==> config.mk <==
export PLATFORM = sky130hd
export DESIGN_NAME = sram_arb_ctrl_flat
export DESIGN_NICKNAME = d
export VERILOG_FILES = /design/src/rtl/sram_arb_ctrl_pkg.sv /design/src/rtl/sram_if.sv /design/src/rtl/sram_arb_ctrl_arb.sv /design/src/rtl/sram_arb_ctrl.sv /design/src/flat_wrapper.sv
export SDC_FILE = /design/constraint.sdc
export NUM_CORES = 1
export LEC_CHECK = 0
export ABC_CLOCK_PERIOD_IN_PS = 1900
export BUFFER_PORTS_ARGS = -buffer_cell sky130_fd_sc_hd__buf_2
export CORE_MARGIN = 4
export CORE_UTILIZATION = 46
export CTS_CLUSTER_SIZE = 8
export DETAILED_ROUTE_END_ITERATION = 6
export GPL_ROUTABILITY_DRIVEN = 0
export PLACE_DENSITY = 0.77
export SLEW_MARGIN = 20
export SYNTH_ARGS = -nofsm -noshare
export SYNTH_HDL_FRONTEND = slang
export SYNTH_HIERARCHICAL = 1
export SYNTH_SLANG_ARGS = --single-unit
==> constraint.sdc <==
create_clock -name clk -period 1.9 [get_ports clk]
set_input_delay 0.57 -clock clk [delete_from_list [all_inputs] [get_ports clk]]
set_output_delay 0.57 -clock clk [all_outputs]
set_load 0.05 [all_outputs]
==> src/rtl/sram_arb_ctrl_pkg.sv <==
// Shared types for the two-port SRAM arbiter/controller.
// Package pocket: data-bus direction and controller FSM state encoding.
package pocket;

  typedef enum logic {
    DIR_IN  = 1'b0,
    DIR_OUT = 1'b1
  } dir_e;

  typedef enum logic [1:0] {
    IDLE    = 2'd0,
    SETUP   = 2'd1,
    ACCESS  = 2'd2,
    RECOVER = 2'd3
  } sram_arb_state_e;

  localparam int SRAM_AW = 17;
  localparam int SRAM_DW = 16;

  // Active-low byte strobes {ub_n, lb_n}: writes honour be, reads use both bytes.
  function automatic logic [1:0] byte_strobe_n(input logic write, input logic [1:0] be);
    logic [1:0] strobe_n;
    if (write) begin
      strobe_n = ~be;
    end else begin
      strobe_n = 2'b00;
    end
    return strobe_n;
  endfunction

endpackage

==> src/rtl/sram_if.sv <==
// Asynchronous SRAM pin bundle; the controller drives the ctrl modport.
interface sram_if;
  import pocket::*;

  logic [16:0] a;
  logic [15:0] data_out;
  logic [15:0] data_in;
  dir_e        dir;
  logic        oe_n;
  logic        we_n;
  logic        ub_n;
  logic        lb_n;

  modport ctrl (
    output a, data_out, dir, oe_n, we_n, ub_n, lb_n,
    input  data_in
  );

  modport mem (
    input  a, data_out, dir, oe_n, we_n, ub_n, lb_n,
    output data_in
  );
endinterface

==> src/rtl/sram_arb_ctrl_arb.sv <==
// Two-requester arbiter. Macro SRAM_ARB_ROUND_ROBIN_EN selects round-robin
// with a priority pointer; otherwise fixed priority, port 0 always wins.
module sram_rr_arb2 (
  input  logic       clk,
  input  logic       reset_n,
  input  logic [1:0] req,
  input  logic       advance,
  output logic [1:0] grant
);
`ifdef SRAM_ARB_ROUND_ROBIN_EN
  // ptr_q = 1 gives port 1 priority on a simultaneous request
  logic ptr_q;
  logic ptr_d;

  // Pick the winner from the pointer and compute the pointer after a grant
  always_comb begin
    grant = 2'b00;
    ptr_d = ptr_q;
    if (req == 2'b11) begin
      grant = ptr_q ? 2'b10 : 2'b01;
    end else begin
      grant = req;
    end
    if (advance && (grant != 2'b00)) begin
      ptr_d = grant[0];
    end else begin
      ptr_d = ptr_q;
    end
  end

  // Pointer register, reset favours port 0
  always_ff @(posedge clk) begin
    if (!reset_n) begin
      ptr_q <= 1'b0;
    end else begin
      ptr_q <= ptr_d;
    end
  end
`else
  logic unused_s;
  assign unused_s = ^{clk, reset_n, advance};

  // Fixed priority: port 0 over port 1
  always_comb begin
    grant = 2'b00;
    if (req[0]) begin
      grant = 2'b01;
    end else if (req[1]) begin
      grant = 2'b10;
    end else begin
      grant = 2'b00;
    end
  end
`endif
endmodule

==> src/rtl/sram_arb_ctrl.sv <==
// Two-port asynchronous SRAM controller: arbitrates, then runs
// SETUP / ACCESS(WAIT_CYCLES) / RECOVER(TURN_CYCLES). All outputs registered.
// Optional macro SRAM_ARB_ROUND_ROBIN_EN enables round-robin arbitration.
module sram_arb_ctrl
  import pocket::*;
#(
  parameter int WAIT_CYCLES = 2,
  parameter int TURN_CYCLES = 1
) (
  input  logic             clk,
  input  logic             reset_n,
  input  logic [1:0]       req_valid,
  output logic [1:0]       req_ready,
  input  logic [1:0]       req_write,
  input  logic [1:0][16:0] req_addr,
  input  logic [1:0][15:0] req_wdata,
  input  logic [1:0][1:0]  req_be,
  output logic [1:0]       rsp_valid,
  output logic [15:0]      rsp_rdata,
  sram_if.ctrl             sram
);
  localparam int WCW = $clog2(WAIT_CYCLES + 1);
  localparam int TCW = $clog2(TURN_CYCLES + 1);
  localparam logic [WCW-1:0] WAIT_LOAD = WCW'(WAIT_CYCLES);
  localparam logic [TCW-1:0] TURN_LOAD = TCW'(TURN_CYCLES);

  sram_arb_state_e state_q, state_d;
  logic [WCW-1:0]  wcnt_q, wcnt_d;
  logic [TCW-1:0]  tcnt_q, tcnt_d;
  logic            port_q, port_d;
  logic            write_q, write_d;
  logic [1:0]      be_q, be_d;
  logic [1:0]      req_ready_q, req_ready_d;
  logic [1:0]      rsp_valid_q, rsp_valid_d;
  logic [15:0]     rsp_rdata_q, rsp_rdata_d;
  logic [16:0]     a_q, a_d;
  logic [15:0]     data_out_q, data_out_d;
  dir_e            dir_q, dir_d;
  logic            oe_n_q, oe_n_d;
  logic            we_n_q, we_n_d;
  logic            ub_n_q, ub_n_d;
  logic            lb_n_q, lb_n_d;

  logic [1:0] grant_s;
  logic       advance_s;
  logic       sel_s;
  logic       accept_s;
  logic [1:0] strobe_n_s;

  // A grant is issued from IDLE only when no accept pulse is outstanding
  assign advance_s  = (state_q == IDLE) && (req_ready_q == 2'b00) && (req_valid != 2'b00);
  assign sel_s      = req_ready_q[1];
  assign accept_s   = (req_ready_q & req_valid) != 2'b00;
  assign strobe_n_s = byte_strobe_n(req_write[sel_s], req_be[sel_s]);

  sram_rr_arb2 u_arb (
    .clk     (clk),
    .reset_n (reset_n),
    .req     (req_valid),
    .advance (advance_s),
    .grant   (grant_s)
  );

  // Next-state and next-output logic; outputs are set for the state being entered
  always_comb begin
    state_d     = state_q;
    wcnt_d      = wcnt_q;
    tcnt_d      = tcnt_q;
    port_d      = port_q;
    write_d     = write_q;
    be_d        = be_q;
    req_ready_d = 2'b00;
    rsp_valid_d = 2'b00;
    rsp_rdata_d = rsp_rdata_q;
    a_d         = a_q;
    data_out_d  = data_out_q;
    dir_d       = dir_q;
    oe_n_d      = oe_n_q;
    we_n_d      = we_n_q;
    ub_n_d      = ub_n_q;
    lb_n_d      = lb_n_q;
    case (state_q)
      IDLE: begin
        if (req_ready_q != 2'b00) begin
          if (accept_s) begin
            port_d  = sel_s;
            write_d = req_write[sel_s];
            be_d    = req_be[sel_s];
            a_d     = req_addr[sel_s];
            ub_n_d  = strobe_n_s[1];
            lb_n_d  = strobe_n_s[0];
            oe_n_d  = 1'b1;
            we_n_d  = 1'b1;
            if (req_write[sel_s]) begin
              dir_d      = DIR_OUT;
              data_out_d = req_wdata[sel_s];
            end else begin
              dir_d      = DIR_IN;
              data_out_d = 16'h0000;
            end
            state_d = SETUP;
          end else begin
            state_d = IDLE;
          end
        end else begin
          req_ready_d = grant_s;
        end
      end
      SETUP: begin
        wcnt_d  = WAIT_LOAD;
        state_d = ACCESS;
        if (write_q) begin
          oe_n_d = 1'b1;
          we_n_d = (be_q == 2'b00);
        end else begin
          oe_n_d = 1'b0;
          we_n_d = 1'b1;
        end
      end
      ACCESS: begin
        if (wcnt_q == WCW'(1)) begin
          state_d = RECOVER;
          tcnt_d  = TURN_LOAD;
          if (!write_q) begin
            rsp_rdata_d = sram.data_in;
            rsp_valid_d = port_q ? 2'b10 : 2'b01;
          end else begin
            rsp_valid_d = 2'b00;
          end
          oe_n_d     = 1'b1;
          we_n_d     = 1'b1;
          ub_n_d     = 1'b1;
          lb_n_d     = 1'b1;
          dir_d      = DIR_IN;
          data_out_d = 16'h0000;
        end else begin
          wcnt_d = wcnt_q - WCW'(1);
        end
      end
      RECOVER: begin
        if (tcnt_q == TCW'(1)) begin
          state_d = IDLE;
        end else begin
          tcnt_d = tcnt_q - TCW'(1);
        end
      end
      default: begin
        state_d = IDLE;
      end
    endcase
  end

  // State and output registers with synchronous active-low reset
  always_ff @(posedge clk) begin
    if (!reset_n) begin
      state_q     <= IDLE;
      wcnt_q      <= '0;
      tcnt_q      <= '0;
      port_q      <= 1'b0;
      write_q     <= 1'b0;
      be_q        <= 2'b00;
      req_ready_q <= 2'b00;
      rsp_valid_q <= 2'b00;
      rsp_rdata_q <= 16'h0000;
      a_q         <= 17'h00000;
      data_out_q  <= 16'h0000;
      dir_q       <= DIR_IN;
      oe_n_q      <= 1'b1;
      we_n_q      <= 1'b1;
      ub_n_q      <= 1'b1;
      lb_n_q      <= 1'b1;
    end else begin
      state_q     <= state_d;
      wcnt_q      <= wcnt_d;
      tcnt_q      <= tcnt_d;
      port_q      <= port_d;
      write_q     <= write_d;
      be_q        <= be_d;
      req_ready_q <= req_ready_d;
      rsp_valid_q <= rsp_valid_d;
      rsp_rdata_q <= rsp_rdata_d;
      a_q         <= a_d;
      data_out_q  <= data_out_d;
      dir_q       <= dir_d;
      oe_n_q      <= oe_n_d;
      we_n_q      <= we_n_d;
      ub_n_q      <= ub_n_d;
      lb_n_q      <= lb_n_d;
    end
  end

  assign req_ready     = req_ready_q;
  assign rsp_valid     = rsp_valid_q;
  assign rsp_rdata     = rsp_rdata_q;
  assign sram.a        = a_q;
  assign sram.data_out = data_out_q;
  assign sram.dir      = dir_q;
  assign sram.oe_n     = oe_n_q;
  assign sram.we_n     = we_n_q;
  assign sram.ub_n     = ub_n_q;
  assign sram.lb_n     = lb_n_q;

endmodule

==> src/flat_wrapper.sv <==
// flat-port wrapper written by rule: the top's interface ports become plain ports
module sram_arb_ctrl_flat import pocket::*;
#(
  parameter int WAIT_CYCLES = 2,
  parameter int TURN_CYCLES = 1
)
  (clk, reset_n, req_valid, req_ready, req_write, req_addr, req_wdata, req_be, rsp_valid, rsp_rdata, sram_a, sram_data_out, sram_dir, sram_oe_n, sram_we_n, sram_ub_n, sram_lb_n, sram_data_in);
  sram_if sram_i ();
  input  logic clk;
  input  logic reset_n;
  input  logic [1:0] req_valid;
  output logic [1:0] req_ready;
  input  logic [1:0] req_write;
  input  logic [1:0][16:0] req_addr;
  input  logic [1:0][15:0] req_wdata;
  input  logic [1:0][1:0] req_be;
  output logic [1:0] rsp_valid;
  output logic [15:0] rsp_rdata;
  output wire logic [$bits(sram_i.a)-1:0] sram_a;
  output wire logic [$bits(sram_i.data_out)-1:0] sram_data_out;
  output wire logic [$bits(sram_i.dir)-1:0] sram_dir;
  output wire logic [$bits(sram_i.oe_n)-1:0] sram_oe_n;
  output wire logic [$bits(sram_i.we_n)-1:0] sram_we_n;
  output wire logic [$bits(sram_i.ub_n)-1:0] sram_ub_n;
  output wire logic [$bits(sram_i.lb_n)-1:0] sram_lb_n;
  input wire logic [$bits(sram_i.data_in)-1:0] sram_data_in;
  assign sram_a = sram_i.a;
  assign sram_data_out = sram_i.data_out;
  assign sram_dir = sram_i.dir;
  assign sram_oe_n = sram_i.oe_n;
  assign sram_we_n = sram_i.we_n;
  assign sram_ub_n = sram_i.ub_n;
  assign sram_lb_n = sram_i.lb_n;
  assign sram_i.data_in = sram_data_in;
  sram_arb_ctrl #(.WAIT_CYCLES(WAIT_CYCLES), .TURN_CYCLES(TURN_CYCLES)) u_core (.clk(clk), .reset_n(reset_n), .req_valid(req_valid), .req_ready(req_ready), .req_write(req_write), .req_addr(req_addr), .req_wdata(req_wdata), .req_be(req_be), .rsp_valid(rsp_valid), .rsp_rdata(rsp_rdata), .sram(sram_i));
endmodule
==> results.ini, run 1 <==
[die]
start_util_pct = 47.79
ioPinCount = 150
fp.dieArea_mm2 = 0.008043
fp.dieW_um = 89.69
rows = 29
coreArea_mm2 = 0.006422
fp.dieH_um = 89.69

[grt]
grtUsageTotal_pct = 17.85
grt_pass1_wl_um = 11140
grt_pass1_vias = 2507
grt_max_degree = 42
antenna_found_initial = 0
gr-total-overflow = 0

[timing]
hold_viol_final = 0
slew-limit-headroom_pct = 73.15
skew_ps = 11.74
min_period_ps = 1841
fin_ws_ps = 58.83
setup-violations-final = 0
finalCritPeriodShare_pct = 96.90
tightest_slew_ps = 401.8
max_freq_mhz = 543.1
drv_slew = 0
whs_ps = 430.9
rsz0062_at_grt = true

[drt]
wl_met3_um = 568
top_layer = met4
wl_um = 7245
post_drt_via_cell_ratio = 5.067
ant_nets = 0
drt_iter0_markers = 74
vias = 2665
wl_met1_um = 2830
drc = 0
first_pass_iters = 4
wl_met2_um = 3730
avgRoutedWirePerCell_um = 13.77

[worst_setup_path]
cp.arrival_ps = 2070
worst_path_max_delay_cell = dfxtp_1
cp-end-kind = flip-flop
cp-start-kind = flip-flop
crit_fanout = 5
critPathMaxStageDelay_ps = 380
path_cells = inv_1, ha_1, and2b_1, a211oi_2, a21boi_4, buf_4, a21bo_1
cp.required_ps = 2130
worstSetupPathType = flip-flop to flip-flop

[cells_and_area]
area_growth_pct = 33.47
stdcell_area_mm2 = 0.004096
seq_area_mm2 = 0.001345
stdcell_count = 526
fill_cells = 559
diodes = 0
layout-drive-gt1-share_pct = 43.65
multi_input_area_mm2 = 0.001575
nets = 542

[status]
status = complete, no violations

[power_and_ir_drop]
power_density_mw_per_mm2 = 832.6
vdd_drop_max_uv = 471.5
design_power_total_uw = 3411
leakage_uw = 0.002098

[synth]
syn_area_mm2 = 0.003069
syn_inst = 296
syn_avg_cell_area_um2 = 10.37
ys_warn_count = 6
synth.net_count = 394

[cts]
cts_root_buffer = clkbuf_8
postCtsHoldBufs = 0
cts_buffer_depth = 2
clk_pin_slew_ps = 70
cts_buffers = 9
cts_sinks = 67
cts_tree = yes
cts.htree.levels = 3
clock_latency_ps = 340

[placed_design]
place_area_mm2 = 0.003850
dp_hpwl_um = 5600
dp_slack_ps = -67.07
dp.cells = 508
port-buffer-count = 149

[hold_path]
hp-class = flip-flop to flip-flop

[job]
cap_violations = 0

[registers in the layout, indices dropped and copies added, names as in the netlist, 2 cells and up]
register and count:
u_core/sram.a 17, u_core/rsp_rdata 16, u_core/sram.data_out 16, u_core/be_q 2, u_core/req_ready 2, u_core/rsp_valid 2
u_core/state_q 2, u_core/wcnt_q 2
[what timing repair did]
item | CTS | global route
setup endpoints to repair | 18 | 38
gates resized for setup | 1 | 2
pin swaps | 1 | 0
gates cloned | 0 | 0
buffers inserted | 2 | 0
[through the flow]
| stage | utilization (%) | setup TNS [ps] |
|---|---|---|
| after floorplan | - | 0 |
| after global placement | 59.95 | 0 |
| after detailed placement | 59.95 | -509.6 |
| after CTS | 63.67 | 0 |
| after global routing | 63.78 | -635.1 |
| final | 63.78 | 0 |
[power breakdown]
group          internal [uW]  leakage (uW)  switching, uW
Clock                    735      0.000103            502
Combinational            263       0.00145            401
Sequential              1470      0.000544           41.8
[final cells by class]
type,instances,share of cell area (%)
multi-input cells,201,38.45
clock buffers,11,3.207
well taps,77,2.352
inverters,6,0.5498
clock inverters,5,1.894
repair buffers,159,20.71
flip-flops and latches,67,32.83
[worst max-delay path: cells and delay by family (launching register included)]
kind | cells | cell delay, ps
adder cells (fa/ha/maj) | 1 | 220
AND/OR/NAND/NOR | 1 | 230
buffers and inverters | 2 | 260
flip-flops | 1 | 380
AO/OA/AOI/OAI | 3 | 640
[path summary, 6_finish.rpt]
path	startpoint	to	slack, ps	cells after the start
worst min register to register	u_core/port_q$_SDFFE_PN0P_	u_core/rsp_valid[0]$_SDFF_PP0_	430	1
worst max register to register	u_core/state_q[0]$_SDFFE_PN0P_	u_core/sram.dir$_SDFFE_PN0P_	60	7
worst max-delay path	u_core/state_q[0]$_SDFFE_PN0P_	u_core/sram.dir$_SDFFE_PN0P_	60	7
worst min-delay path	u_core/port_q$_SDFFE_PN0P_	u_core/rsp_valid[0]$_SDFF_PP0_	430	1
[layer usage]
metal  track usage [%]  up-vias
met4             6.901        0
met3             6.022       12
met2             31.72       88
met1             19.53     1222
met5                 0        -
li1                  -     1343
[layout by cell type, fill, tap and decap left out, types with 2 or more instances in the layout]
cell / instances
bufinv_16: 2
or2_2: 2
o211a_1: 20
nand2b_1: 2
nand2_1: 58
clkbuf_1: 2
ha_1: 6
nor2_1: 5
buf_12: 2
nor2b_1: 7
mux2i_1: 39
o21ai_1: 3
a21boi_0: 17
o2bb2ai_2: 10
buf_4: 9
clkbuf_8: 9
buf_2: 148
and3_1: 4
clkinv_2: 2
dfxtp_1: 66
inv_1: 6
o2bb2ai_1: 6
Note: power is estimated with default switching activity, not from simulation.
==> run 2, diff against run 1 <==
CELL_PAD_IN_SITES_DETAIL_PLACEMENT = 0   (was default)
CELL_PAD_IN_SITES_GLOBAL_PLACEMENT = 2   (was default)
CORE_UTILIZATION = 26   (was 46)
PLACE_DENSITY = 0.75   (was 0.77)
==> run 2 against run 1 <==
Cell count is 13% higher. Clock skew decreased by 3.1 ps. Via count shrank 1.9%. Fmax increased by 0.68%. Sequential power about the same. Count of clock-buffer cells in the layout is 2 lower. Cell area up 4.3%. Non-clock buffer count up 4. Global-route usage fell by 6.1 points. Worst setup slack better by 13 ps. Critical path type unchanged. Largest cell class unchanged.
==> results.ini, run 2 (synthesis results as in run 1) <==
[cells_and_area]
fill_cells = 1169  ; was 559
final_cell_mix = buf_2 (149), dfxtp_1 (66), nand2_1 (58)  ; was buf_2 (148), dfxtp_1 (66), nand2_1 (58)
diodes = 0  ; unchanged
seq_area_mm2 = 0.001343  ; was 0.001345 mm2
stdcell_count = 596  ; was 526
finish.utilization_pct = 37.25  ; was 63.78%
area_growth_pct = 39.18  ; was 33.47%
nets = 546  ; was 542
largest_register_ff_count = 17  ; unchanged
layout-drive-gt1-share_pct = 44.59  ; was 43.65%
multi_input_area_mm2 = 0.001570  ; was 0.001575 mm2
layout.cells.most_common = buf_2  ; unchanged

[timing]
whs_ps = 451.8  ; was 430.9 ps
min_period_ps = 1829  ; was 1841 ps
rsz0062_at_grt = true  ; unchanged
slew-limit-headroom_pct = 68.67  ; was 73.15%
setup-tns-final_ps = 0  ; unchanged
skew_ps = 8.671  ; was 11.74 ps
setup-violations-final = 0  ; unchanged
tightest_slew_ps = 469.0  ; was 401.8 ps
drv_slew = 0  ; unchanged
hold_viol_final = 0  ; unchanged
finalCritPeriodShare_pct = 96.24  ; was 96.90%
max_freq_mhz = 546.9  ; was 543.1 MHz
fin_ws_ps = 71.35  ; was 58.83 ps

[power_and_ir_drop]
vdd_drop_max_uv = 371.2  ; was 471.5 uV
p_comb_share_pct = 17.7  ; was 19.5%
power_switching_uw = 1077  ; was 945.1 uW
power_frac_seq_pct = 39.5  ; was 44.2%
p_int_uw = 2743  ; was 2465 uW
p_clk_share_pct = 42.8  ; was 36.3%
power_density_mw_per_mm2 = 894.3  ; was 832.6 mW/mm2
sw_frac_of_total_pct = 28.20  ; was 27.71%
leakage_uw = 0.002152  ; was 0.002098 uW

[cts]
cts.htree.levels = 3  ; unchanged
cts_root_buffer = clkbuf_16  ; was clkbuf_8
clk_pin_slew_ps = 60  ; was 70 ps
cts_tree = yes  ; unchanged
cts_buffers = 9  ; unchanged
clock_latency_ps = 330  ; was 340 ps
cts_sinks = 67  ; unchanged
cts_buffer_depth = 2  ; unchanged

[placed_design]
dp.cells = 579  ; was 508
dp_slack_ps = -34.58  ; was -67.07 ps
port-buffer-count = 149  ; unchanged
dp_hpwl_um = 6100  ; was 5600 um

[worst_setup_path]
critical_path_buf_inv_count = 1  ; was 2
critPathMaxStageDelay_ps = 510  ; was 380 ps
crit_fanout = 5  ; unchanged
worstSetupPathType = flip-flop to flip-flop  ; unchanged
worst_path_max_delay_cell = a2111oi_2  ; was dfxtp_1
cp.required_ps = 2120  ; was 2130 ps
cp-start-kind = flip-flop  ; unchanged
cp-end-kind = flip-flop  ; unchanged
path_delay_family = compound AO/OA/AOI/OAI gates  ; unchanged
path_cells = inv_1, ha_1, and2b_1, a2111oi_2, o2111a_1, o21ai_1  ; was inv_1, ha_1, and2b_1, a211oi_2, a21boi_4, buf_4, a21bo_1
cp.arrival_ps = 2050  ; was 2070 ps

[job]
cap_violations = 0  ; unchanged

[drt]
vias = 2614  ; was 2665
avgRoutedWirePerCell_um = 13.66  ; was 13.77 um
wl_um = 8141  ; was 7245 um
drc = 0  ; unchanged
post_drt_via_cell_ratio = 4.386  ; was 5.067
first_pass_iters = 4  ; unchanged
ant_nets = 0  ; unchanged
drt_iter0_markers = 121  ; was 74

[status]
status = complete, no violations  ; unchanged

[die]
start_util_pct = 26.76  ; was 47.79%
rows = 39  ; was 29
ioPinCount = 150  ; unchanged
fp.dieH_um = 116.7  ; was 89.69 um
fp.dieArea_mm2 = 0.01361  ; was 0.008043 mm2
coreArea_mm2 = 0.01147  ; was 0.006422 mm2
fp.dieW_um = 116.7  ; was 89.69 um

[grt]
grt_pass1_wl_um = 12320  ; was 11140 um
gr-total-overflow = 0  ; unchanged
grtUsageTotal_pct = 11.77  ; was 17.85%
grt_pass1_vias = 2442  ; was 2507
grt_max_degree = 29  ; was 42
antenna_found_initial = 0  ; unchanged

[hold_path]
hp-class = flip-flop to flip-flop  ; unchanged

-- run 2: final cells by class --
type	instances	area share [%]
multi-input combinational	201	36.76
sequential	67	31.43
timing repair buffer	163	20.21
clock buffer	9	5.272
tap	143	4.189
clock inverter	7	1.611
inverter	6	0.5272
-- run 2: worst paths after layout --
kind	from	endpoint	slack [ps]	cells after the start
max reg2reg	u_core/state_q[0]$_SDFFE_PN0P_	u_core/sram.we_n$_SDFFE_PN1P_	70	6
max	u_core/state_q[0]$_SDFFE_PN0P_	u_core/sram.we_n$_SDFFE_PN1P_	70	6
min reg2reg	u_core/port_q$_SDFFE_PN0P_	u_core/rsp_valid[0]$_SDFF_PP0_	450	1
min	u_core/port_q$_SDFFE_PN0P_	u_core/rsp_valid[0]$_SDFF_PP0_	450	1
-- run 2: through the flow --
stage	total power, uW	cell area, um2
after floorplan	2003	3069
after global placement	2207	3958
after detailed placement	2213	3958
after CTS	3882	4252
after global routing	4013	4272
final	3820	4272
-- run 2: timing repair --
action                                  CTS  global route
endpoints found under the setup margin    0            19
setup buffers                             0             1
resized for setup                         0             0
hold buffers                              0             0
-- run 2: power by group through the flow --
stage / Combinational (uW) / Clock, uW / Sequential [uW]
2_1_floorplan: 295 / 0 / 1710
3_3_place_gp: 669 / 0 / 1540
3_5_place_dp: 674 / 0 / 1540
4_1_cts: 676 / 1700 / 1510
5_1_grt: 737 / 1760 / 1520
6_report: 676 / 1640 / 1510
-- run 2: routing by layer --
| layer | GRT usage [%] | part of all wire [%] | vias up |
|---|---|---|---|
| met5 | 0 | 0 | - |
| met4 | 4.817 | 1.4 | 0 |
| met3 | 4.145 | 9.1 | 10 |
| met2 | 18.23 | 45 | 88 |
| met1 | 14.95 | 45 | 1169 |
| li1 | - | - | 1347 |
